File: config.mk
export PLATFORM = sky130hd
export DESIGN_NAME = uacm_in_framer
export DESIGN_NICKNAME = d
export VERILOG_FILES = /design/src/rtl/uacm_in_framer_pkg.sv /design/src/rtl/uacm_in_framer_idle_timer.sv /design/src/rtl/uacm_in_framer.sv
export SDC_FILE = /design/constraint.sdc
export NUM_CORES = 1
export LEC_CHECK = 0
export ABC_AREA = 0
export CORE_MARGIN = 1
export CORE_UTILIZATION = 40
export CTS_CLUSTER_DIAMETER = 150
export CTS_CLUSTER_SIZE = 30
export DETAILED_ROUTE_END_ITERATION = 8
export HOLD_SLACK_MARGIN = 0.12
export PLACE_DENSITY_LB_ADDON = 0.1
export SLEW_MARGIN = 15
export SYNTH_ARGS = -nofsm -noshare
export SYNTH_HDL_FRONTEND = slang
export SYNTH_HIERARCHICAL = 1
export SYNTH_SLANG_ARGS = --single-unit
export TNS_END_PERCENT = 5
File: constraint.sdc
create_clock -name clk -period 2.5 [get_ports clk]
set_clock_uncertainty 0.15 [all_clocks]
set_input_delay 0.5 -clock clk [delete_from_list [all_inputs] [get_ports clk]]
set_output_delay 0.5 -clock clk [all_outputs]
set_load 0.01 [all_outputs]
File: src/rtl/uacm_in_framer_pkg.sv
// uacm_in_framer shared definitions.
// Defaults and small types used by the framer and its bench.
package uacm_in_framer_pkg;

  localparam int          DEF_MAX_PKT   = 64;
  localparam logic [7:0]  DEF_TERM_CHAR = 8'h0A;
  localparam int          DEF_TIMEOUT   = 4095;
  localparam int          POS_W         = 6;
  localparam int          IDLE_W        = 12;

  typedef logic [POS_W-1:0] pos_t;

  typedef struct packed {
    logic       valid;
    logic [7:0] data;
  } hold_t;

  function automatic pos_t pos_next(input logic last,
                                    input pos_t pos);
    return last ? '0 : pos + 1'b1;
  endfunction

endpackage

File: src/rtl/uacm_in_framer_idle_timer.sv
// Saturating idle counter for the in-path framer.
// expired is high while the count sits at a non-zero LIMIT.
module uacm_in_framer_idle_timer #(
  parameter int W     = 12,
  parameter int LIMIT = 4095
) (
  input  logic clk,
  input  logic rst,
  input  logic clear,
  input  logic run,
  output logic expired
);

  logic [W-1:0] cnt;

  // count while running, hold at LIMIT, clear has priority
  always_ff @(posedge clk or posedge rst) begin
    if (rst) begin
      cnt <= '0;
    end else if (clear) begin
      cnt <= '0;
    end else if (run && cnt != W'(LIMIT)) begin
      cnt <= cnt + 1'b1;
    end
  end

  assign expired = (LIMIT != 0) && (cnt == W'(LIMIT));

endmodule

File: src/rtl/uacm_in_framer.sv
// Device-to-host packet framer: hold reg H feeds output reg O,
// last on max size, terminator byte or idle timeout.
module uacm_in_framer
  import uacm_in_framer_pkg::*;
#(
  parameter int         MAX_PKT   = DEF_MAX_PKT,
  parameter bit         TERM_EN   = 1'b1,
  parameter logic [7:0] TERM_CHAR = DEF_TERM_CHAR,
  parameter int         TIMEOUT   = DEF_TIMEOUT
) (
  input  logic       clk,
  input  logic       rst,
  input  logic [7:0] i_data,
  input  logic       i_valid,
  output logic       i_ready,
  output logic [7:0] o_data,
  output logic       o_last,
  output logic       o_valid,
  input  logic       o_ready,
  output logic       to_pulse
);

  hold_t h;
  pos_t  pos;
  logic  o_free;
  logic  term_hit;
  logic  max_hit;
  logic  expired;
  logic  close;
  logic  promote;
  logic  load;

  assign o_free   = ~o_valid | o_ready;
  assign term_hit = TERM_EN && (h.data == TERM_CHAR);
  assign max_hit  = (pos == POS_W'(MAX_PKT - 1));
  assign close    = term_hit | max_hit | expired;
  assign promote  = h.valid & o_free & (i_valid | close);
  assign i_ready  = ~h.valid | promote;
  assign load     = i_valid & i_ready;
  assign to_pulse = promote & expired & ~term_hit & ~max_hit;

  uacm_in_framer_idle_timer #(
    .W     (IDLE_W),
    .LIMIT (TIMEOUT)
  ) u_idle (
    .clk     (clk),
    .rst     (rst),
    .clear   (load | ~h.valid),
    .run     (h.valid),
    .expired (expired)
  );

  // hold register: refill on accept, empty on promote
  always_ff @(posedge clk or posedge rst) begin
    if (rst) begin
      h <= '0;
    end else if (load) begin
      h.data  <= i_data;
      h.valid <= 1'b1;
    end else if (promote) begin
      h.valid <= 1'b0;
    end
  end

  // output register: load from H, drop valid once consumed
  always_ff @(posedge clk or posedge rst) begin
    if (rst) begin
      o_data  <= '0;
      o_last  <= 1'b0;
      o_valid <= 1'b0;
    end else if (promote) begin
      o_data  <= h.data;
      o_last  <= close;
      o_valid <= 1'b1;
    end else if (o_ready) begin
      o_valid <= 1'b0;
    end
  end

  // byte index within the packet, restarts after last
  always_ff @(posedge clk or posedge rst) begin
    if (rst) begin
      pos <= '0;
    end else if (promote) begin
      pos <= pos_next(close, pos);
    end
  end

endmodule

==> results_dict.tcl <==
set metrics [dict create \
    total_power_mw 1.83 \
    fmax_ghz 0.410 \
    fin_area_sq_mm 0.00255 \
    arrival_ps 1790 \
    avgSynthCellArea_sq_um 10.9 \
    layout_commonest_cell "buf_4" \
    path_cells "ha_2, and4_1, a221oi_2, nor2_1, or2_4, buf_6" \
    slowest_delay_ps 400 \
    antennaDiodeCount 0 \
    ys_seq_elements 37 \
    grt_antenna_before_repair 0 \
    remaining_drc_errors 0 \
    crit_buf_inv 1 \
    clkTransAtPathRegs_ps 80 \
    hold_viol 0 \
    start_util_pct 41.7 \
    vdd_drop_max_uv 443 \
    slew_viol_final 0 \
    cellLeakagePower_nw 1.16 \
    end_kind "output pin" \
    post_drt_wl_per_cell_um 15.0 \
    placed_cell_area_sq_mm 0.00238 \
    dr.pass1.iters 5 \
    globalplace.congestion 0.787 \
    cp.depth 6 \
    cts_made_buffers 5 \
    final_core_util_pct 58.3 \
    period_needed_ps 2440 \
    setup_viol 0 \
    cap_violations 0 \
    coreArea_sq_mm 0.00438 \
    async_flop_share_pct 100 \
    min_period_over_period_pct 97.6 \
    grt_first_pass_wirelength_mm 7.44 \
    grt.overflow.total 0 \
    netlist_instances 167 \
    nFillCells 376 \
    synth-edff-count 0 \
    cts-htree-levels 2 \
    dpl.hpwl_mm 3.04 \
    area_growth_pct 39.9 \
    drive_gt1_share_pct 34.5 \
    synthFlopType "dfrtp_1" \
    cts_buffer_depth 2 \
    hold_slack_ps 359 \
    hold_path_class "flip-flop to flip-flop" \
    slowest_stage "dfrtp_1" \
    cts_tree "built" \
    ant_nets 0 \
    num_vias 1538 \
    die_width_um 69.6 \
    r2r_cells 6 \
    ys_types 41 \
    crit_family "simple AND/OR/NAND/NOR gates" \
    reg2reg_slack_ps 290 \
    dieArea_sq_mm 0.00484 \
    port_buffers 23 \
    via_per_inst 5.36 \
    postCtsHoldBufs 0 \
    io_pins 24 \
    clock-sinks 37 \
    fp-row-count 24 \
    critPathMaxFanout 2 \
    yosysSeqAreaShare_pct 50.7 \
    grt_max_degree 26 \
    rr_startpoint "pos[1]$_DFFE_PP0P_" \
    drtIter0Drc 57 \
    min_from "o_data[3]$_DFFE_PP0P_" \
    clk_latency_ps 300 \
    crit_type "flip-flop to output pin" \
    mostFrequentLayoutCells "buf_4 (40), dfrtp_1 (37), clkdlybuf4s50_1 (21)" \
    syn_nets 181 \
    max-slew-margin-rel_pct 67.7 \
    cp_data_required_time_ps 1850 \
    syn-cell-area_sq_mm 0.00183 \
    die_y_um 69.6 \
    reg2reg_to "o_data[0]$_DFFE_PP0P_" \
    yosysWarnings 6 \
    status "completed" \
    hold_depth 1 \
    grt_pass1_vias 1555 \
    fin_nets 248 \
    routed_wl_mm 4.31 \
    start_kind "flip-flop" \
    grt_usage_pct 19.5 \
    hold_end "o_data[3]$_DFFE_PP0P_" \
    p_per_area_mw_per_mm2 716 \
    cts-root-buf "clkbuf_8" \
    worst_slew_pin_slew_ps 485 \
]
## cell type report
type,count,area [sq um],area share [%]
sequential,37,926,36.2
multi-input combinational,123,903,35.4
timing repair buffer,63,531,20.8
clock buffer,5,68.8,2.69
tap,52,65.1,2.55
clock inverter,3,46.3,1.81
inverter,4,15.0,0.588
## power by group
group,switching [mW],total [mW],internal [mW]
clock network,0.237,0.535,0.299
logic,0.212,0.515,0.303
registers,0.0692,0.780,0.710
total,0.518,1.83,1.31
## worst max path at each step
stage,startpoint,to,slack [ps]
6_report,pos[1]$_DFFE_PP0P_,i_ready,60
4_1_cts,pos[0]$_DFFE_PP0P_,i_ready,-110
5_1_grt,o_ready,to_pulse,-10
3_3_place_gp,o_ready,i_ready,-160
2_1_floorplan,pos[0]$_DFFE_PP0P_,i_ready,180
3_5_place_dp,o_ready,i_ready,-230
## through the flow
stage | TNS (ps) | worst slack (ps) | cells
after floorplan | 0 | 176 | 167
after global placement | -304 | -164 | 275
after detailed placement | -406 | -231 | 275
after CTS | -114 | -114 | 283
after global routing | -20.7 | -14.3 | 287
final | 0 | 59.3 | 287
## sequential cells by signal (all words and copies together), names as in the netlist
name,count
h,9
o_valid,1
u_idle/cnt,12
o_data,8
pos,6
o_last,1
## cells in the mapped netlist, drive strengths merged, types with 2 or more instances
library cell | count | share of area, %
a21oi | 8 | 2.2
a311oi | 2 | 0.96
a31o | 2 | 0.96
and2 | 4 | 1.4
and4 | 5 | 2.5
clkbuf | 3 | 0.62
dfrtp | 37 | 51
ha | 2 | 1.4
inv | 4 | 0.82
mux2 | 16 | 9.9
nand2 | 17 | 3.5
nand2b | 5 | 1.7
nand3 | 3 | 0.82
nand3b | 2 | 0.82
nand4 | 4 | 1.7
nor2 | 10 | 2.1
nor2b | 4 | 1.4
nor3 | 5 | 1.4
nor4 | 4 | 1.4
o21ai | 9 | 3.1
o41ai | 2 | 1.8
xnor2 | 4 | 1.9
## repair_timing
item                                   CTS  global route
buffers inserted                         0             4
pin swaps                                3             3
setup endpoints to repair                2             1
endpoints found under the hold margin    0             0
resized for setup                        8             6
## logic make-up after synthesis
family / after synthesis / share of synthesized area, %
flip-flops: 37 / 50.7
buffers and inverters: 7 / 1.44
AND/OR/NAND/NOR: 69 / 21.5
multiplexers: 17 / 10.4
AO/OA/AOI/OAI: 30 / 12.2
adder cells (fa/ha/maj): 2 / 1.37
XOR/XNOR: 5 / 2.40
## per-layer routing
metal	wire length [um]	track usage, %	vias up
li1	-	-	747
met1	1990	25.7	759
met2	2140	31.6	26
met3	133	4.65	6
met4	44	6.35	0
met5	0	0	-
Power figures use the tool's default switching activity.
